<file path="src/rtl/data_mem_arb_pkg.sv">
// Shared types for the data-memory arbiter: FSM state encoding and requester ids.
// Pure declarations; no logic, no latency, no backpressure.
package data_mem_arb_pkg;

  typedef enum logic [1:0] {
    S_IDLE   = 2'd0,
    S_ACCESS = 2'd1,
    S_DONE   = 2'd2
  } state_t;

  localparam logic PORT_CPU = 1'b0;
  localparam logic PORT_AUX = 1'b1;

endpackage

</file>
<file path="src/rtl/data_mem_arbiter_rr_arb2.sv">
// Two-way round-robin pick: on a tie the port that did not win last time is chosen.
// Combinational (zero latency); backpressure is the caller's concern.
module rr_arb2 (
  input  logic req0,
  input  logic req1,
  input  logic last_grant,
  output logic grant_valid,
  output logic grant_id
);

  assign grant_valid = req0 | req1;
  assign grant_id    = (req0 & req1) ? ~last_grant : req1;

endmodule

</file>
<file path="src/rtl/data_mem_arbiter.sv">
// Round-robin arbiter/sequencer for a single-port data memory: req -> strobe +1 cycle -> done +2 cycles.
// One access per 3 cycles; requesters hold req until done. Optional range check: DATA_MEM_ARB_RANGE_CHECK_EN.
module data_mem_arbiter
  import data_mem_arb_pkg::*;
#(
  parameter int ADDR_W = 32,
  parameter int DATA_W = 32,
  parameter int DEPTH  = 256
) (
  input  logic              clk,
  input  logic              reset,
  input  logic              req0,
  input  logic              we0,
  input  logic [ADDR_W-1:0] addr0,
  input  logic [DATA_W-1:0] wdata0,
  output logic              done0,
  output logic [DATA_W-1:0] rdata0,
  output logic              err0,
  input  logic              req1,
  input  logic              we1,
  input  logic [ADDR_W-1:0] addr1,
  input  logic [DATA_W-1:0] wdata1,
  output logic              done1,
  output logic [DATA_W-1:0] rdata1,
  output logic              err1,
  output logic [ADDR_W-1:0] mem_address,
  output logic [DATA_W-1:0] mem_writeData,
  output logic              mem_memWrite,
  output logic              mem_memRead,
  input  logic [DATA_W-1:0] mem_readData,
  output logic              busy
);

  state_t            state, state_nxt;
  logic              last_grant, grant_valid, grant_id;
  logic              lat_we, lat_id, lat_oor;
  logic [ADDR_W-1:0] lat_addr;
  logic [DATA_W-1:0] lat_wdata;
  logic              g_we, g_oor;
  logic [ADDR_W-1:0] g_addr;
  logic [DATA_W-1:0] g_wdata;
  logic              strobe_en;

  rr_arb2 u_arb (
    .req0        (req0),
    .req1        (req1),
    .last_grant  (last_grant),
    .grant_valid (grant_valid),
    .grant_id    (grant_id)
  );

  assign g_we    = grant_id ? we1    : we0;
  assign g_addr  = grant_id ? addr1  : addr0;
  assign g_wdata = grant_id ? wdata1 : wdata0;

`ifdef DATA_MEM_ARB_RANGE_CHECK_EN
  localparam logic [ADDR_W:0] DEPTH_LIM = (ADDR_W+1)'(DEPTH);
  assign g_oor = ({1'b0, g_addr} >= DEPTH_LIM);
`else
  logic unused_depth;
  assign unused_depth = (DEPTH != 0);
  assign g_oor        = 1'b0;
`endif

  // Reset gates the strobes so an in-flight write is never committed.
  assign strobe_en     = (state == S_ACCESS) && !lat_oor && !reset;
  assign mem_memWrite  = strobe_en && lat_we;
  assign mem_memRead   = strobe_en && !lat_we;
  assign mem_address   = lat_addr;
  assign mem_writeData = lat_wdata;
  assign busy          = (state != S_IDLE);

  always_ff @(posedge clk) begin
    if (reset) state <= S_IDLE;
    else       state <= state_nxt;
  end

  always_comb begin
    state_nxt = state;
    case (state)
      S_IDLE:   if (grant_valid) state_nxt = S_ACCESS;
      S_ACCESS: state_nxt = S_DONE;
      S_DONE:   state_nxt = S_IDLE;
      default:  state_nxt = S_IDLE;
    endcase
  end

  always_ff @(posedge clk) begin
    if (reset) begin
      last_grant <= PORT_AUX;
      lat_we     <= 1'b0;
      lat_id     <= PORT_CPU;
      lat_oor    <= 1'b0;
      lat_addr   <= '0;
      lat_wdata  <= '0;
      done0      <= 1'b0;
      done1      <= 1'b0;
      rdata0     <= '0;
      rdata1     <= '0;
    end else begin
      case (state)
        S_IDLE: begin
          if (grant_valid) begin
            lat_we     <= g_we;
            lat_id     <= grant_id;
            lat_oor    <= g_oor;
            lat_addr   <= g_addr;
            lat_wdata  <= g_wdata;
            last_grant <= grant_id;
          end
        end
        S_ACCESS: begin
          if (lat_id == PORT_CPU) begin
            done0 <= 1'b1;
            if (!lat_we && !lat_oor) rdata0 <= mem_readData;
          end else begin
            done1 <= 1'b1;
            if (!lat_we && !lat_oor) rdata1 <= mem_readData;
          end
        end
        S_DONE: begin
          done0 <= 1'b0;
          done1 <= 1'b0;
        end
        default: ;
      endcase
    end
  end

`ifdef DATA_MEM_ARB_RANGE_CHECK_EN
  always_ff @(posedge clk) begin
    if (reset || state == S_DONE) begin
      err0 <= 1'b0;
      err1 <= 1'b0;
    end else if (state == S_ACCESS) begin
      if (lat_id == PORT_CPU) err0 <= lat_oor;
      else                    err1 <= lat_oor;
    end
  end
`else
  assign err0 = 1'b0;
  assign err1 = 1'b0;
`endif

endmodule

</file>
<file path="config.mk">
export PLATFORM = sky130hd
export DESIGN_NAME = data_mem_arbiter
export DESIGN_NICKNAME = d
export VERILOG_FILES = /design/src/rtl/data_mem_arb_pkg.sv /design/src/rtl/data_mem_arbiter_rr_arb2.sv /design/src/rtl/data_mem_arbiter.sv
export SDC_FILE = /design/constraint.sdc
export NUM_CORES = 1
export LEC_CHECK = 0
export ABC_AREA = 0
export CELL_PAD_IN_SITES_DETAIL_PLACEMENT = 1
export CELL_PAD_IN_SITES_GLOBAL_PLACEMENT = 2
export CORE_MARGIN = 4
export CORE_UTILIZATION = 22
export CTS_BUF_LIST = sky130_fd_sc_hd__clkbuf_8
export DETAILED_ROUTE_END_ITERATION = 8
export GPL_TIMING_DRIVEN = 0
export PLACE_DENSITY = 0.82
export SKIP_CTS_REPAIR_TIMING = 1
export SLEW_MARGIN = 10
export SYNTH_ARGS = -nofsm -noshare
export SYNTH_HDL_FRONTEND = slang
export SYNTH_HIERARCHICAL = 1
export SYNTH_SLANG_ARGS = --single-unit
</file>
<file path="constraint.sdc">
create_clock -name clk -period 2.1 [get_ports clk]
set_input_delay 0.63 -clock clk [delete_from_list [all_inputs] [get_ports clk]]
set_output_delay 0.63 -clock clk [all_outputs]
set_load 0.03 [all_outputs]
</file>
## Word level (Yosys, flattened, before mapping)

Cells that the tools add are included.

| word-level totals | value |
|---|---|
| output and inout port bits | 135 |
| logic and storage cells | 42 |
| bits of input ports | 166 |
| bits in registers | 135 |

| cells by class | value |
|---|---|
| bitwise logic cells | 4 |
| equality and inequality tests | 5 |
| reductions and logical operators | 13 |
| multiplexer cells | 10 |

Operators by type and width:

| operator | count |
|---|---|
| 32-bit two-way mux | 2 |
| 2-bit inequality test, second input constant | 3 |
| 2-bit AND reduction | 3 |
| 3-bit AND reduction | 2 |
| 1-bit two-way mux | 4 |
| 1-bit case mux with 2 select lines | 2 |
| 2-bit case mux with 2 select lines | 1 |
| 2-bit nonzero test | 2 |
| 1-bit logical AND | 3 |
| 2-bit by 1-bit equality test with 1-bit output, second input constant | 1 |
| 2-bit equality test, second input constant | 1 |
| 1-bit zero test | 2 |
| 2-bit zero test | 1 |
| 2-bit two-way mux | 1 |
| 1-bit inverter | 2 |
| 1-bit AND | 1 |
| 1-bit OR | 1 |

## Depth between registers and ports, before layout

| depth | value |
|---|---|
| word-level depth | 3 |
| gate-level depth with buffers | 6 |

## Modules after synthesis

Netlist, hierarchy kept.

By module, submodules not included:

| module | area an instance (µm²) | instances | cells each |
|---|---|---|---|
| data_mem_arbiter | 5480.3 | 1 | 602 |
| rr_arb2 | 13.8 | 1 | 2 |

## Worst setup path before layout

No wires, ideal clock.

| path | value |
|---|---|
| kind | in2out |
| start | input reset |
| end | output mem_memRead |
| cell stages on the path | 3 |
| data required time | 1.470 ns |
| buffers on the path | 2 |
| setup slack | -0.242 ns |
| arrival time | 1.712 ns |
| cells stage by stage | clkbuf_1 > clkbuf_1 > nor3_1 |

| between the ends | value |
|---|---|
| longest elaborated chain between the ends | 3 |

Ends and longest elaborated chain:

| element | line | source |
|---|---|---|
| start: declaration | data_mem_arbiter.sv:11 | `input logic reset,` |
| 1-bit zero test | data_mem_arbiter.sv:66 | `assign strobe_en = (state == S_ACCESS) && !lat_oor && !reset;` |
| 1-bit logical AND | data_mem_arbiter.sv:66 |  |
| 1-bit logical AND | data_mem_arbiter.sv:68 | `assign mem_memRead = strobe_en && !lat_we;` |
| end: declaration | data_mem_arbiter.sv:29 | `output logic mem_memRead,` |

Every way passes these cells.

## Worst setup path after layout

Same ends and word-level chain as after synthesis.

==> results by group <==
Status
  • Status: finished clean

Detailed routing
  • ANT nets after route: 0
  • Post-DR vias/cell: 4.36
  • Total wire length: 23.0 mm
  • # DRC: 0
  • DR WL/cell: 18.3 um
  • DRT Pass-1 Iters: 4
  • 1st-iter DRT viols: 136
  • Vias: 5479

Critical path
  • Crit-path cells: clkbuf_4 -> buf_6 -> nor3_2 -> buf_6
  • Slowest stage delay, CP: 0.21 ns
  • Crit path capture: mem_memRead
  • Setup slack, reg-to-reg: 0.45 ns
  • R2r endpoint: rdata0[29]
  • Slowest stage cell on the critical path: clkbuf_4
  • Cell count of the worst reg-to-reg path: 7
  • Setup crit end kind: output pin
  • Kind of critical path: in2out
  • Worst EP required: 1.47 ns
  • Worst Setup SP: reset
  • Critical R2R Launch: state[1]
  • Worst-path maximum fanout: 10
  • Cell mode on critical path: buf_6
  • Critical path arrival: 1.43 ns
  • Setup crit start kind: input pin

Clock network
  • H-tree levels: 4
  • # clock sinks: 135
  • CTS Buffer Depth: 2
  • CTS root buffer: clkbuf_8
  • TritonCTS clock tree: yes
  • Total CTS buffers: 17
  • Clock latency on the worst-skew pair: 0.44 ns
  • Worst-path clk slew: 0.07 ns

STA
  • Hold Vio Cnt, Final: 0
  • Worst-Margin Slew: 0.721 ns
  • Fin crit share: 98.3%
  • Rel. slew slack: 51.9%
  • Unrepaired setup endpoints after global routing: yes
  • Fin crit period: 2.06 ns
  • Fmax: 485 MHz
  • Setup violators final: 0
  • Slew Limit Fails: 0
  • Setup Skew: 0.0122 ns

GRT
  • Gr usage total: 16.1%
  • Vias in the first global route: 5684
  • Initial antenna violation count: 0
  • First-pass GRT wire length: 34.4 mm
  • Grt ovf: 0
  • Pin count of the biggest net entering global routing: 17

Yosys
  • Post-synthesis sequential area ratio: 49.2%
  • Mapped Avg Cell Area: 9.10 um^2
  • Dominant synthesized flop cell: dfxtp_1
  • Cell taking the most area after synthesis: dfxtp_1
  • Post-synth EDFFs: 0
  • Number of distinct library cells after synthesis: 28
  • Largest cells by area after synthesis: dfxtp_1 (49%), mux2i_1 (12%), nand2_1 (9.0%)
  • Mapped Area: 5490 um^2
  • Count leader, synth: dfxtp_1
  • Top cells by count, synth: dfxtp_1 (135), nand2_1 (132), nor2_1 (68), a21oi_1 (67), mux2i_1 (65)
  • Post-synth ARST share: 0%
  • YS warnings: 6
  • Yosys reg bits: 135
  • Post-synth top area share: 49.2%
  • Cells after synthesis: 604

Die
  • I/O Pins: 301
  • Die Width: 166 um
  • Height of the die: 166 um
  • Die area: 27600 um^2
  • Rows: 57
  • Starting Density: 22.5%
  • Core area: 24500 um^2

Finish
  • Area delta synth->final: 75.8%
  • Sequential cell area: 2700 um^2
  • Antenna fix cells: 0
  • Share of layout cells above drive strength 1: 11.3%
  • # nets final: 1088
  • Multi-input logic area: 2500 um^2
  • Final instance area: 9660 um^2
  • Final Core Density: 39.5%
  • Fillers: 2814

Place
  • Hpwl dp: 18.0 mm
  • Dpl cell area: 8880 um^2
  • Placer congestion estimate: 0.731
  • Buffers on Ports: 297

Pwr
  • VDD IR max: 0.294 mV
  • Leak: 5.50 nW
  • Pwr dens: 721 nW/um^2

Run
  • Max-Cap Viols: 0

Min path
  • Hold WC Path Type: reg2reg
==> cell type report <==
type,count,share of cell area [%]
flip-flops and latches,135,28.0
plain buffers,56,3.68
clock inverters,13,1.39
clock buffers,18,2.57
repair buffers,298,34.2
multi-input cells,414,25.9
well taps,324,4.20
==> kinds of logic (layout without fill, tap and decap cells) <==
group	after synthesis	in the layout	synth area share, %
buf+inv	56	385	5.78
flops	135	135	49.2
simple gates	213	213	16.0
compound gates	134	134	17.1
other cells	1	2	0.0683
mux	65	65	11.8
==> state kept, by name, indices dropped and copies added (netlist names) <==
| name | flops |
|---|---|
| state | 2 |
| lat_id | 1 |
| last_grant | 1 |
| done1 | 1 |
| done0 | 1 |
| rdata1 | 32 |
| lat_we | 1 |
| rdata0 | 32 |
| mem_writeData | 32 |
| mem_address | 32 |
==> per-layer routing <==
metal  global-route usage (%)  wire, um
met1                     19.4      9780
met2                     26.9     10800
met4                     3.98       252
met5                        0         0
met3                     6.43      2110
==> worst min path at each step <==
stage	startpoint	endpoint	slack [ns]	cells past startpoint
after floorplan	last_grant	last_grant	0.44	2
after global placement	rdata0[28]	rdata0[28]	0.44	2
after detailed placement	rdata0[28]	rdata0[28]	0.45	2
after CTS	rdata0[28]	rdata0[28]	0.46	2
after global routing	rdata0[31]	rdata0[31]	0.47	2
final	rdata0[2]	rdata0[2]	0.45	2
==> power by group <==
part / leakage (nW) / internal [mW] / switching, mW
clock: 0.195 / 1.07 / 1.09
combinational: 4.19 / 0.871 / 1.06
sequential: 1.11 / 2.76 / 0.105
total: 5.50 / 4.71 / 2.25
==> placed cells by master, fill, tap and decap left out, types with 4 or more instances in the layout <==
| master | instances |
|---|---|
| clkdlybuf4s50_1 | 164 |
| dfxtp_1 | 134 |
| nand2_1 | 132 |
| dlymetal6s2s_1 | 130 |
| a21oi_1 | 67 |
| nor2_1 | 67 |
| mux2i_1 | 64 |
| a211oi_1 | 45 |
| buf_2 | 20 |
| a211oi_2 | 20 |
| clkbuf_8 | 18 |
| clkbuf_1 | 14 |
| buf_6 | 12 |
| buf_4 | 10 |
| clkinv_4 | 4 |
| clkinv_2 | 4 |
==> per-stage QoR <==
step	hold slack [ns]	setup TNS, ns	setup WS (ns)	instances	power (mW)
after detailed placement	0.446	-39.27	-1.17	1226	4.91
after global placement	0.442	-36.39	-1.19	1226	4.88
after floorplan	0.437	0	0.00931	605	3.93
final	0.450	0	0.0365	1258	6.96
after CTS	0.456	-8.95	-1.17	1257	7.11
after global routing	0.473	-0.0813	-0.0443	1258	7.35
==> critical path, delay by kind of cell <==
family | cells | cell delay (ns)
buf+inv | 3 | 0.57
simple gates | 1 | 0.21
(Power assumes the default switching activity.)
